## src/rtl/vram_arbiter.sv

```systemverilog
// vram_arbiter: merges a CPU byte port and a pipelined display fetch port
// onto the single 32-bit video RAM port. The display port normally wins,
// and a saturating wait counter bounds how long a pending CPU access can lose.
module vram_arbiter #(
  parameter int CPU_MAX_WAIT = 4
) (
  input  logic        clk,
  input  logic        rst_n,
  input  logic [16:0] cpu_addr,
  input  logic [7:0]  cpu_wrdata,
  input  logic        cpu_write,
  input  logic        cpu_strobe,
  output logic        cpu_busy,
  output logic        cpu_ack,
  output logic [7:0]  cpu_rddata,
  input  logic        lb_req,
  input  logic [14:0] lb_addr,
  output logic        lb_gnt,
  output logic        lb_rdvalid,
  output logic [31:0] lb_rddata,
  output logic [14:0] ram_addr,
  output logic [31:0] ram_wrdata,
  output logic [3:0]  ram_wrbytesel,
  output logic        ram_write,
  input  logic [31:0] ram_rddata
);

  localparam logic [3:0] MaxWait = 4'(CPU_MAX_WAIT);

  logic [16:0] addr_q;
  logic [7:0]  wrdata_q;
  logic        write_q;
  logic [3:0]  wait_cnt;
  logic        cpu_win;
  logic        rd_tag;
  logic [1:0]  lane_q;
  logic [7:0]  rddata_q;
  logic [7:0]  lane_byte;
  logic [14:0] addr_last;

  // CPU wins when it is pending and either the display is idle or it has waited long enough
  always_comb begin
    cpu_win = cpu_busy && (!lb_req || (wait_cnt == MaxWait));
  end

  assign lb_gnt = lb_req && !cpu_win && rst_n;

  // Drive the RAM port from whichever requester holds the grant this cycle
  always_comb begin
    ram_addr      = addr_last;
    ram_wrdata    = {4{wrdata_q}};
    ram_wrbytesel = 4'b0000;
    ram_write     = 1'b0;
    if (cpu_win) begin
      ram_addr      = addr_q[16:2];
      ram_wrbytesel = 4'b0001 << addr_q[1:0];
      ram_write     = write_q;
    end else if (lb_gnt) begin
      ram_addr = lb_addr;
    end
  end

  // Pick the CPU byte lane out of the word the RAM returns
  always_comb begin
    lane_byte = ram_rddata[7:0];
    case (lane_q)
      2'd0: lane_byte = ram_rddata[7:0];
      2'd1: lane_byte = ram_rddata[15:8];
      2'd2: lane_byte = ram_rddata[23:16];
      2'd3: lane_byte = ram_rddata[31:24];
      default: lane_byte = ram_rddata[7:0];
    endcase
  end

  // Read data arrives the cycle after the grant, so it is steered straight through on the ack cycle
  assign cpu_rddata = (cpu_ack && rd_tag) ? lane_byte : rddata_q;
  assign lb_rddata  = lb_rdvalid ? ram_rddata : 32'h0;

  // CPU request capture, pending flag and wait counter
  always_ff @(posedge clk or negedge rst_n) begin
    if (!rst_n) begin
      cpu_busy <= 1'b0;
      addr_q   <= 17'h0;
      wrdata_q <= 8'h0;
      write_q  <= 1'b0;
      wait_cnt <= 4'h0;
    end else if (cpu_win) begin
      cpu_busy <= 1'b0;
      wait_cnt <= 4'h0;
    end else begin
      if (cpu_busy && (wait_cnt != MaxWait)) begin
        wait_cnt <= wait_cnt + 4'd1;
      end
      if (cpu_strobe && !cpu_busy) begin
        cpu_busy <= 1'b1;
        addr_q   <= cpu_addr;
        wrdata_q <= cpu_wrdata;
        write_q  <= cpu_write;
      end
    end
  end

  // In-flight tags: which port was granted last cycle, and for a CPU read which lane
  always_ff @(posedge clk or negedge rst_n) begin
    if (!rst_n) begin
      cpu_ack    <= 1'b0;
      rd_tag     <= 1'b0;
      lane_q     <= 2'd0;
      lb_rdvalid <= 1'b0;
    end else begin
      cpu_ack    <= cpu_win;
      rd_tag     <= cpu_win && !write_q;
      lb_rdvalid <= lb_gnt;
      if (cpu_win) begin
        lane_q <= addr_q[1:0];
      end
    end
  end

  // Hold the last CPU read byte and the last granted RAM address between accesses
  always_ff @(posedge clk or negedge rst_n) begin
    if (!rst_n) begin
      rddata_q  <= 8'h0;
      addr_last <= 15'h0;
    end else begin
      if (cpu_ack && rd_tag) begin
        rddata_q <= lane_byte;
      end
      if (cpu_win || lb_gnt) begin
        addr_last <= ram_addr;
      end
    end
  end

endmodule

```

## config.mk

```make
export PLATFORM = sky130hd
export DESIGN_NAME = vram_arbiter
export DESIGN_NICKNAME = d
export VERILOG_FILES = /design/src/rtl/vram_arbiter.sv
export SDC_FILE = /design/constraint.sdc
export NUM_CORES = 1
export LEC_CHECK = 0
export CAP_MARGIN = 30
export CELL_PAD_IN_SITES_DETAIL_PLACEMENT = 0
export CELL_PAD_IN_SITES_GLOBAL_PLACEMENT = 1
export CORE_MARGIN = 2
export CORE_UTILIZATION = 32
export DETAILED_ROUTE_END_ITERATION = 10
export PLACE_DENSITY_LB_ADDON = 0.1
export SLEW_MARGIN = 20
export SYNTH_ARGS = -nofsm -noshare
export SYNTH_HDL_FRONTEND = slang
export SYNTH_SLANG_ARGS = --single-unit
export TNS_END_PERCENT = 50
```

## constraint.sdc

```tcl
create_clock -name clk -period 3 [get_ports clk]
set_input_delay 0.6 -clock clk [delete_from_list [all_inputs] [get_ports clk]]
set_output_delay 0.6 -clock clk [all_outputs]
set_load 0.05 [all_outputs]
```

Yosys cells after proc, flatten, opt, wreduce, memory -nomap -nowiden
Index checks and enable logic that the tools add are counted.

word-level totals
  word-level logic and storage cells = 47
  RAM bits = 0
  memory bits (read-only) = 0
  flip-flop bits (word level) = 59
  output and inout port bits = 96
  bits in latches = 0
  input bits = 77
  memories kept = 0

operators by class
  magnitude comparators = 0
  bitwise operators = 1
  multipliers = 0
  reduce and logical (&&, ||, !) cells = 17
  add/sub/neg operators = 1
  div/mod/pow operators = 0
  shifts and indexed selects = 1
  eq/ne operators = 5
  multiplexer cells = 11

operator list
  cell                                                                     number
  32-bit two-way mux                                                       1
  8-bit case mux with 4 select lines                                       1
  15-bit two-way mux                                                       2
  4-bit two-way mux                                                        3
  8-bit two-way mux                                                        1
  1-bit logical AND                                                        7
  4-bit by 1-bit adder with 4-bit output, second input constant            1
  2-bit equality test, second input constant                               2
  4-bit by 3-bit equality test with 1-bit output, second input constant    1
  1-bit logical NOT                                                        4
  4-bit by 3-bit inequality test with 1-bit output, second input constant  1
  2-bit nonzero test                                                       2
  1-bit by 2-bit << shifter with 4-bit output, first input constant        1
  1-bit two-way mux                                                        3
  2-bit by 1-bit equality test with 1-bit output, second input constant    1
  2-bit logical NOT                                                        1
  1-bit logical OR                                                         2
  2-bit AND reduction                                                      1
  1-bit inverter                                                           1

Longest topological paths before layout
Gate-level depths: netlist (run 1).

  depth in word-level cells = 8
  mapped depth = 6

Least setup slack after synthesis (run 1)
No wires, ideal clock.

  path type = flip-flop to output port
  start = reg cpu_busy
  end = out ram_wrbytesel[0]
  arrival time = 2.423 ns
  cell stages (with the launch flop) = 5
  setup slack = -0.023 ns
  cell sequence = dfrtp_1 inv_1 a21oi_1 buf_2 nor3b_1

on the way
  longest elaborated chain between the ends = 2

ends and longest elaborated chain
  item                    RTL line  RTL
  start, declared         13        output logic cpu_busy,
  start signal, assigned  82        cpu_busy <= 1'b0;
  start signal, assigned  88        cpu_busy <= 1'b0;
  start signal, assigned  95        cpu_busy <= 1'b1;
  1-bit logical AND       43        cpu_win = cpu_busy && (!lb_req || (wait_cnt == MaxWait));
  via cpu_win             34        logic cpu_win;
  4-bit two-way mux       54        if (cpu_win) begin
  end, declared           23        output logic [3:0] ram_wrbytesel,

The timed path passes the listed nets, and every way through them passes these cells.

Worst setup path in the final report (run 1)
  start = in lb_req
  end = out ram_addr[10]

on the way
  longest elaborated chain between the ends = 8

ends and longest elaborated chain
  item                            RTL line  RTL
  start, declared                 16        input logic lb_req,
  1-bit logical NOT               43
  1-bit logical OR                43
  1-bit logical AND               43
  1-bit logical NOT               46        assign lb_gnt = lb_req && !cpu_win && rst_n;
  1-bit logical AND (2 in a row)  46
  15-bit two-way mux              58        end else if (lb_gnt) begin
  15-bit two-way mux *            54
  end, declared                   21        output logic [14:0] ram_addr,

Mark *: on every way between the ends. The rest lies on a longest branch, timed or not.

==> flow_metrics.env, run 1 <==
export IMPL_status="finished clean"
export IMPL_setup_viol=0
export IMPL_crit_start="lb_req"
export IMPL_hpwl_mm=6.093
export IMPL_synth_fa_ha_area_share_pct=0.7743
export IMPL_antenna_found_initial=0
export IMPL_layout_drive_gt1_share_pct=28.37
export IMPL_synth_ff_type="dfrtp_1"
export IMPL_ant_nets=0
export IMPL_async_reset_ff_share_pct=100.0
export IMPL_clockBufferDepth=2
export IMPL_ys_ff_latch=59
export IMPL_grt_pass1_vias=2510
export IMPL_start_util_pct=33.06
export IMPL_vias=2509
export IMPL_r2r_start="wait_cnt[0]"
export IMPL_yosysSeqAreaShare_pct=45.68
export IMPL_slowest_delay_ns=0.44
export IMPL_drtIter0Drc=71
export IMPL_critPathMostFrequentCell="buf_4"
export IMPL_clkTransAtPathRegs_ns=0.07
export IMPL_synthesis_nets=346
export IMPL_avgViaCountPerCell=4.513
export IMPL_final_min_clock_period_ns=2.745
export IMPL_slew_headroom_pct=38.05
export IMPL_worstSetupPathType="primary input to output port"
export IMPL_fin_crit_sh_pct=91.49
export IMPL_finClkSkew_ns=0.01085
export IMPL_synth_edf_count=0
export IMPL_synth_compound_gate_area_share_pct=3.368
export IMPL_cp_max_fo=22
export IMPL_gp_congestion=0.7180
export IMPL_cp_end_kind="output port"
export IMPL_synth_xor_area_share_pct=0
export IMPL_drv_slew=0
export IMPL_dp_slack_ns=0.2524
export IMPL_synthMuxAreaShare_pct=30.70
export IMPL_dieHeight_um=104.5
export IMPL_synth_simple_area_share_pct=10.99
export IMPL_start_kind="primary input"
export IMPL_area_growth_pct=59.89
export IMPL_nets=498
export IMPL_grt_usage_pct=15.23
export IMPL_fin_tns_setup_ns=0
export IMPL_timing_fmax_mhz=364.3
export IMPL_cts_buffers=9
export IMPL_hold_buffers=0
export IMPL_io_buffers=172
export IMPL_drv_cap=0
export IMPL_synth_cell_types=29
export IMPL_crit_arrival_ns=2.14
export IMPL_drt_pre_antenna_iters=4
export IMPL_reg2regPathDepth=6
export IMPL_row_count=36
export IMPL_rrSetupSlack_ns=1.27
export IMPL_synthesis_area_um2=3232
export IMPL_worst_pin_slew_ns=0.9292
export IMPL_cts_sinks=59
export IMPL_antenna_cells=0
export IMPL_cts_root_buf="clkbuf_8"
export IMPL_crit_path_cell_trace="clkdlybuf4s50_1, buf_4, a21oi_4, buf_12, mux2_2, buf_4"
export IMPL_grt_max_degree=60
export IMPL_p_leak_nw=2.166
export IMPL_finalHoldViolCount=0
export IMPL_synth_top_family_by_area="multiplexers"
export IMPL_regToRegEndpoint="addr_last[12]"
export IMPL_core_um2=9774
export IMPL_grt_pass1_wl_mm=13.20
export IMPL_overflow=0
export IMPL_crit_slowest_cell="clkdlybuf4s50_1"
export IMPL_vdd_drop_max_v=0.0006088
export IMPL_totalWireLength_mm=8.255
export IMPL_hp_class="primary input to asynchronous set/reset pin"
export IMPL_crit_required_ns=2.40
export IMPL_setup_ws_ns=0.2553
export IMPL_rsz0062_at_grt="no"
export IMPL_htree_levels=3
export IMPL_die_w_um=104.5
export IMPL_postCtsSetupBuffers=0
export IMPL_postSynthCellCount=267
export IMPL_cts_tree="yes"
export IMPL_cts_resized=0
export IMPL_ioPinCount=173
export IMPL_powerDensity_nw_per_um2=969.1
export IMPL_yosysWarnings=0
export IMPL_avgSynthCellArea_um2=12.10
export IMPL_wl_per_cell_um=14.85
export IMPL_drc=0
export IMPL_die_area_um2=10920
export IMPL_clk_latency_ns=0.32
-- cells in the final DEF (no fill, tap or decap), types with 2 or more instances in the layout --
cell type,instances
mux2i_1,17
nand2_1,9
dfrtp_1,59
ha_1,2
clkbuf_8,10
nand2b_1,2
inv_1,4
nand3_1,3
mux2_2,62
buf_12,10
and3b_1,2
o221ai_1,8
nand3b_1,2
mux2_1,11
nor2b_1,3
buf_4,28
and2_1,33
clkdlybuf4s50_1,140
-- routing by layer --
| metal | share of wire (%) | up-vias | wire length [µm] | GRT usage [%] |
|---|---|---|---|---|
| li1 | - | 1212 | - | - |
| met1 | 43 | 1177 | 3584 | 19.09 |
| met2 | 48 | 113 | 3998 | 25.68 |
| met3 | 7.3 | 7 | 604 | 3.947 |
| met4 | 0.82 | 0 | 68 | 4.633 |
| met5 | 0 | - | 0 | 0 |
-- cells by family after synthesis --
family | Yosys count
multiplexers | 90
AND/OR/NAND/NOR | 60
flip-flops | 59
buffers and inverters | 42
AO/OA/AOI/OAI | 14
adder cells (fa/ha/maj) | 2
-- sequential cells by signal (all words and copies together), names as in the netlist --
name / count
addr_q: 17
addr_last: 15
rddata_q: 8
wrdata_q: 8
wait_cnt: 4
lane_q: 2
cpu_ack: 1
cpu_busy: 1
lb_rdvalid: 1
rd_tag: 1
write_q: 1
-- worst max path at each step --
stage               endpoint  slack [ns]
6_report        ram_addr[10]        0.26
4_1_cts         ram_addr[10]        0.24
5_1_grt         ram_addr[10]        0.16
3_5_place_dp    ram_addr[10]        0.25
2_1_floorplan  cpu_rddata[0]        0.18
3_3_place_gp    ram_addr[10]        0.27
-- cell type report --
type	instances	area, µm²
well taps	133	166.4
inverters	4	15.01
clock inverters	4	51.30
multi-input cells	166	1500
flip-flops and latches	59	1476
clock buffers	11	141.4
fillers	858	4607
repair buffers	179	1817
-- cells in the mapped netlist, drive strengths merged, types with 2 or more instances --
cell,n,share of area [%]
and2,33,6.4
and3b,2,0.54
buf,34,7.5
clkbuf,4,0.46
dfrtp,59,46
ha,2,0.77
inv,4,0.46
mux2,73,25
mux2i,17,5.3
nand2,10,1.2
nand2b,2,0.39
nand3,3,0.46
nand3b,2,0.46
nor2b,4,0.77
o221ai,8,2.2
-- report_power, final --
part | internal, mW | leakage (nW) | switching [mW] | total, mW
clock network | 0.402 | 0.0954 | 0.308 | 0.710
registers | 1.11 | 0.702 | 0.240 | 1.35
logic | 1.17 | 1.37 | 1.77 | 2.94
total | 2.69 | 2.17 | 2.32 | 5.01
-- critical path, delay by kind of cell --
kind | cells | cell delay (ns)
buffers and inverters | 4 | 0.99
AO/OA/AOI/OAI | 1 | 0.19
multiplexers | 1 | 0.35
-- metrics by stage --
step           instances  utilization, %  hold slack (ns)  cell area (µm²)  power [mW]
2_1_floorplan        267               -           0.3044             3237       3.515
3_3_place_gp         541           50.90           0.4552             4975       4.319
3_5_place_dp         541           50.90           0.4473             4975       4.343
4_1_cts              556           52.87           0.4687             5167       5.073
5_1_grt              556           52.87           0.4986             5167       5.270
6_report             556           52.87           0.4648             5167       5.008
Power figures use the tool's default switching activity.
==> run 2: changes to the inputs <==
--- a/config.mk
+++ b/config.mk
@@ -6,12 +6,10 @@
 export NUM_CORES = 1
 export LEC_CHECK = 0
 export CAP_MARGIN = 30
-export CELL_PAD_IN_SITES_DETAIL_PLACEMENT = 0
-export CELL_PAD_IN_SITES_GLOBAL_PLACEMENT = 1
 export CORE_MARGIN = 2
-export CORE_UTILIZATION = 32
+export CORE_UTILIZATION = 43
 export DETAILED_ROUTE_END_ITERATION = 10
-export PLACE_DENSITY_LB_ADDON = 0.1
+export PLACE_DENSITY = 0.87
 export SLEW_MARGIN = 20
 export SYNTH_ARGS = -nofsm -noshare
 export SYNTH_HDL_FRONTEND = slang
==> run 2 against run 1 <==
Clock skew is 0.0051 ns lower. Clock power fell by 17%. Die area decreased by 25%. Sequential share of layout area rose by 0.54 points. Worst hold slack got worse by 0.0091 ns. Final cell count decreased by 6.3%. Worst setup slack got worse by 0.032 ns. Routed wire length shrank 0.36%. First-iteration DRC count rose by 1.4%. Cell area is 1.8% lower. Register-to-register slack got worse by 0.02 ns. Global-route usage is 5.1 points higher.
==> flow_metrics.env, run 2 (synthesized netlist as in run 1, its figures left out) <==
export IMPL_largest_reg_flops=17
export IMPL_reg_top3="addr_q (17), addr_last (15)"
export IMPL_dp_slack_ns=0.2598
export IMPL_antenna_cells=0
export IMPL_grt_max_degree=60
export IMPL_final_cell_mix="clkdlybuf4s50_1 (140), mux2_2 (62), dfrtp_1 (59)"
export IMPL_critical_path_top_delay_family="buffers and inverters"
export IMPL_grt_pass1_vias=2697
export IMPL_dieHeight_um=90.70
export IMPL_cts_sinks=59
export IMPL_dr_wl_met3_um=536
export IMPL_rrSetupSlack_ns=1.25
export IMPL_antenna_found_initial=0
export IMPL_hold_buffers=0
export IMPL_n_fill_cell=536
export IMPL_wl_met1_mm=3.164
export IMPL_timing_fmax_mhz=360.1
export IMPL_grt_pass1_wl_mm=13.39
export IMPL_switching_share_pct=47.13
export IMPL_powerDensity_nw_per_um2=967.2
export IMPL_setup_viol=0
export IMPL_vdd_drop_max_v=0.0006327
export IMPL_cts_tree="yes"
export IMPL_met2_length_mm=4.364
export IMPL_critPathBufInv=1
export IMPL_ioPinCount=173
export IMPL_drc=0
export IMPL_ant_nets=0
export IMPL_drtIter0Drc=72
export IMPL_cts_resized=0
export IMPL_die_w_um=90.70
export IMPL_nets=497
export IMPL_cp_end_kind="output port"
export IMPL_finalHoldViolCount=0
export IMPL_start_kind="register"
export IMPL_htree_levels=3
export IMPL_status="finished clean"
export IMPL_finClkSkew_ns=0.005696
export IMPL_slowest_delay_ns=0.82
export IMPL_worstSetupPathType="register to output port"
export IMPL_io_buffers=172
export IMPL_p_int_mw=2.594
export IMPL_die_area_um2=8226
export IMPL_drv_slew=0
export IMPL_cts_root_buf="clkbuf_8"
export IMPL_clk_latency_ns=0.32
export IMPL_cp_max_fo=33
export IMPL_final_common_cell="clkdlybuf4s50_1"
export IMPL_top_register="addr_q"
export IMPL_worst_pin_slew_ns=0.8664
export IMPL_drt_pre_antenna_iters=4
export IMPL_start_util_pct=44.56
export IMPL_vias=2538
export IMPL_crit_arrival_ns=2.18
export IMPL_hpwl_mm=6.409
export IMPL_postCtsSetupBuffers=0
export IMPL_crit_path_cell_trace="and2_1, clkdlybuf4s50_1"
export IMPL_wl_per_cell_um=15.79
export IMPL_cts_buffers=9
export IMPL_pwr_share_seq_pct=27.9
export IMPL_register_area_um2=1476
export IMPL_clockBufferDepth=2
export IMPL_row_count=31
export IMPL_multi_input_area_um2=1500
export IMPL_area_growth_pct=56.95
export IMPL_avgViaCountPerCell=4.871
export IMPL_pwr_share_comb_pct=60.1
export IMPL_layout_drive_gt1_share_pct=27.96
export IMPL_grt_usage_pct=20.33
export IMPL_fin_tns_setup_ns=0
export IMPL_cp_depth=2
export IMPL_crit_required_ns=2.40
export IMPL_rsz0062_at_grt="no"
export IMPL_p_sw_mw=2.312
export IMPL_drv_cap=0
export IMPL_pwr_share_clk_pct=12.1
export IMPL_clkTransAtPathRegs_ns=0.06
export IMPL_slew_headroom_pct=42.24
export IMPL_crit_start="lb_rdvalid"
export IMPL_p_leak_nw=2.148
export IMPL_setup_ws_ns=0.2233
export IMPL_overflow=0
export IMPL_fin_crit_sh_pct=92.56
export IMPL_reg2regPathDepth=6
export IMPL_crit_slowest_cell="clkdlybuf4s50_1"
export IMPL_regToRegEndpoint="addr_last[9]"
export IMPL_gp_congestion=0.8179
export IMPL_final_min_clock_period_ns=2.777
export IMPL_totalWireLength_mm=8.225
export IMPL_hp_class="primary input to asynchronous set/reset pin"
export IMPL_core_um2=7253
export IMPL_r2r_start="wait_cnt[0]"
export IMPL_highest_layer="met4"
## run 2: how the worst max path moves through the flow
stage,slack [ns],to
floorplan,0.18,cpu_rddata[0]
global placement,0.28,ram_addr[9]
detailed placement,0.26,ram_addr[6]
CTS,0.19,lb_rddata[0]
global route,0.09,lb_rddata[22]
finish,0.22,lb_rddata[0]
## run 2: layer usage
layer	track usage, %	vias up
met5	0	-
met4	8.462	0
met3	4.674	14
met2	37.50	107
met1	22.23	1204
li1	-	1213
## run 2: through the flow
step	hold WS, ns	util [%]	power (mW)	instance area (µm²)	std cells
after floorplan	0.3044	-	3.515	3237	267
after CTS	0.4602	69.93	4.956	5072	521
after global placement	0.4274	67.72	4.276	4912	506
final	0.4557	69.93	4.906	5072	521
after global routing	0.4630	69.93	5.160	5072	521
after detailed placement	0.4514	67.72	4.349	4912	506
## run 2: layout make-up
cell class / count / share of cell area, %
Multi-Input combinational cell: 166 / 29.58
Clock inverter: 3 / 0.2960
Sequential cell: 59 / 29.11
Clock buffer: 12 / 2.861
Inverter: 4 / 0.2960
Timing Repair Buffer: 178 / 35.42
Tap cell: 99 / 2.442
## run 2: worst reg2reg max path: stages, from the launching register on
cell and delay, ns:
dfrtp_1 0.40, inv_1 0.12, ha_1 0.18, nand3b_1 0.15
a21oi_4 0.25, buf_12 0.19, mux2_2 0.35
## run 2: power by group through the flow
stage	Combinational [mW]	Clock (mW)	Sequential, mW
finish	2.95	0.592	1.37
global route	3.08	0.656	1.42
CTS	2.97	0.612	1.37
detailed placement	2.96	0	1.38
global placement	2.91	0	1.36
floorplan	2.09	0	1.43
==> run 3: changes to the inputs <==
--- a/config.mk
+++ b/config.mk
@@ -6,7 +6,6 @@
 export NUM_CORES = 1
 export LEC_CHECK = 0
 export CAP_MARGIN = 30
-export CORE_MARGIN = 2
 export CORE_UTILIZATION = 43
 export DETAILED_ROUTE_END_ITERATION = 10
 export PLACE_DENSITY = 0.87
==> run 3 against run 2 <==
Worst hold slack got worse by 0.0086 ns. Utilization did not move. Critical path depth rose by 3. Register-to-register slack got worse by 0.04 ns. First-iteration DRC count fell by 15%. Via count rose by 0.75%. Cell area did not move. Clock skew fell by 0.0015 ns. Die area fell by 4.4%. Count of clock-buffer cells in the layout rose by 2. Worst setup slack got worse by 0.095 ns. Global-route usage rose by 0.56 points. Largest cell class unchanged.
==> flow_metrics.env, run 3 (synthesized netlist as in run 1, its figures left out) <==
export IMPL_area_growth_pct=56.95
export IMPL_final_common_cell="clkdlybuf4s50_1"
export IMPL_drt_pre_antenna_iters=6
export IMPL_cp_end_kind="output port"
export IMPL_switching_share_pct=46.34
export IMPL_regToRegEndpoint="addr_last[3]"
export IMPL_endpoint="ram_addr[9]"
export IMPL_hp_class="primary input to asynchronous set/reset pin"
export IMPL_drc=0
export IMPL_largest_reg_flops=17
export IMPL_r2r_start="wait_cnt[0]"
export IMPL_pwr_share_seq_pct=27.5
export IMPL_setup_viol=0
export IMPL_finalHoldViolCount=0
export IMPL_pwr_share_clk_pct=13.9
export IMPL_rsz0062_at_grt="no"
export IMPL_drv_slew=0
export IMPL_ant_nets=0
export IMPL_crit_start="lb_req"
export IMPL_powerDensity_nw_per_um2=983.0
export IMPL_cp_max_fo=16
export IMPL_crit_arrival_ns=2.27
export IMPL_nets=495
export IMPL_crit_slowest_cell="clkdlybuf4s50_1"
export IMPL_reg2regPathDepth=6
export IMPL_hold_buffers=0
export IMPL_reg_top3="addr_q (17), addr_last (15)"
export IMPL_clockBufferDepth=2
export IMPL_antenna_cells=0
export IMPL_final_min_clock_period_ns=2.872
export IMPL_vias=2557
export IMPL_p_leak_nw=2.146
export IMPL_postCtsSetupBuffers=0
export IMPL_crit_required_ns=2.40
export IMPL_grt_pass1_wl_mm=12.44
export IMPL_io_buffers=172
export IMPL_hpwl_mm=6.132
export IMPL_clk_latency_ns=0.32
export IMPL_finClkSkew_ns=0.004235
export IMPL_fin_crit_sh_pct=95.72
export IMPL_worst_pin_slew_ns=0.8450
export IMPL_antenna_found_initial=0
export IMPL_final_cell_mix="clkdlybuf4s50_1 (141), mux2_2 (62), dfrtp_1 (59)"
export IMPL_grt_usage_pct=20.89
export IMPL_slew_headroom_pct=43.67
export IMPL_totalWireLength_mm=8.052
export IMPL_die_area_um2=7867
export IMPL_start_kind="primary input"
export IMPL_crit_path_cell_trace="clkdlybuf4s50_1, nand2_2, mux2_1, mux2_2, buf_4"
export IMPL_worstSetupPathType="primary input to output port"
export IMPL_overflow=0
export IMPL_met2_usage_pct=39.02
export IMPL_avgViaCountPerCell=4.927
export IMPL_rrSetupSlack_ns=1.21
export IMPL_wl_per_cell_um=15.51
export IMPL_grtUsageMet3_pct=4.571
export IMPL_start_util_pct=44.56
export IMPL_core_um2=7253
export IMPL_grt_max_degree=60
export IMPL_cts_sinks=59
export IMPL_groute_layer_met1_usage_pct=22.45
export IMPL_p_int_mw=2.676
export IMPL_grt_busiest_layer="met2"
export IMPL_cts_tree="yes"
export IMPL_pwr_share_comb_pct=58.6
export IMPL_fin_tns_setup_ns=0
export IMPL_ioPinCount=173
export IMPL_row_count=31
export IMPL_cts_buffers=9
export IMPL_htree_levels=3
export IMPL_cts_root_buf="clkbuf_8"
export IMPL_drtIter0Drc=61
export IMPL_p_sw_mw=2.311
export IMPL_clkTransAtPathRegs_ns=0.06
export IMPL_gp_congestion=0.7095
export IMPL_die_w_um=88.70
export IMPL_dieHeight_um=88.70
export IMPL_grt_pass1_vias=2540
export IMPL_timing_fmax_mhz=348.2
export IMPL_top_register="addr_q"
export IMPL_status="finished clean"
export IMPL_vdd_drop_max_v=0.0007025
export IMPL_holdWs_ns=0.4471
export IMPL_drv_cap=0
export IMPL_cts_resized=0
export IMPL_slowest_delay_ns=0.50
export IMPL_layout_drive_gt1_share_pct=27.86
run 3: cell count changes in the layout (fill, tap and decap cells not counted):
cell and delta:
buf_12 -2, buf_4 -1, clkbuf_1 -2, clkbuf_8 +4, clkdlybuf4s50_1 +1, clkinv_2 -2
run 3: cell type report:
cell class,count,area (µm²)
clock inverters,1,5.005
clock buffers,14,192.7
well taps,99,123.9
multi-input cells,166,1500
repair buffers,176,1759
inverters,4,15.01
fillers,556,2181
flip-flops and latches,59,1476
run 3: worst min path at each step:
stage and end:
3_3_place_gp rd_tag, 2_1_floorplan addr_last[0], 3_5_place_dp rd_tag, 4_1_cts rd_tag
5_1_grt rd_tag, 6_report wrdata_q[0]
run 3: routing by layer:
layer,vias up,share of wire [%]
met5,-,0
met4,0,1.8
met3,10,7.6
met2,98,54
met1,1235,37
li1,1214,-
run 3: critical path, delay by kind of cell:
family / cells / cell delay (ns)
simple gates: 1 / 0.27
mux: 2 / 0.70
buf+inv: 2 / 0.69
run 3: power groups by stage:
stage | clock, mW | combinational [mW] | sequential, mW
2_1_floorplan | 0 | 2.09 | 1.43
3_3_place_gp | 0 | 2.89 | 1.37
3_5_place_dp | 0 | 2.93 | 1.39
4_1_cts | 0.712 | 2.95 | 1.37
5_1_grt | 0.747 | 3.06 | 1.42
6_report | 0.695 | 2.92 | 1.37
run 3: through the flow:
step | setup WS [ns] | util, % | power, mW | instance area (µm²) | cells
after global routing | 0.03151 | 69.93 | 5.223 | 5072 | 519
after floorplan | 0.1837 | - | 3.515 | 3237 | 267
after global placement | 0.1471 | 67.21 | 4.255 | 4875 | 504
final | 0.1284 | 69.93 | 4.986 | 5072 | 519
after CTS | 0.08809 | 69.93 | 5.033 | 5072 | 519
after detailed placement | 0.08447 | 67.21 | 4.321 | 4875 | 504
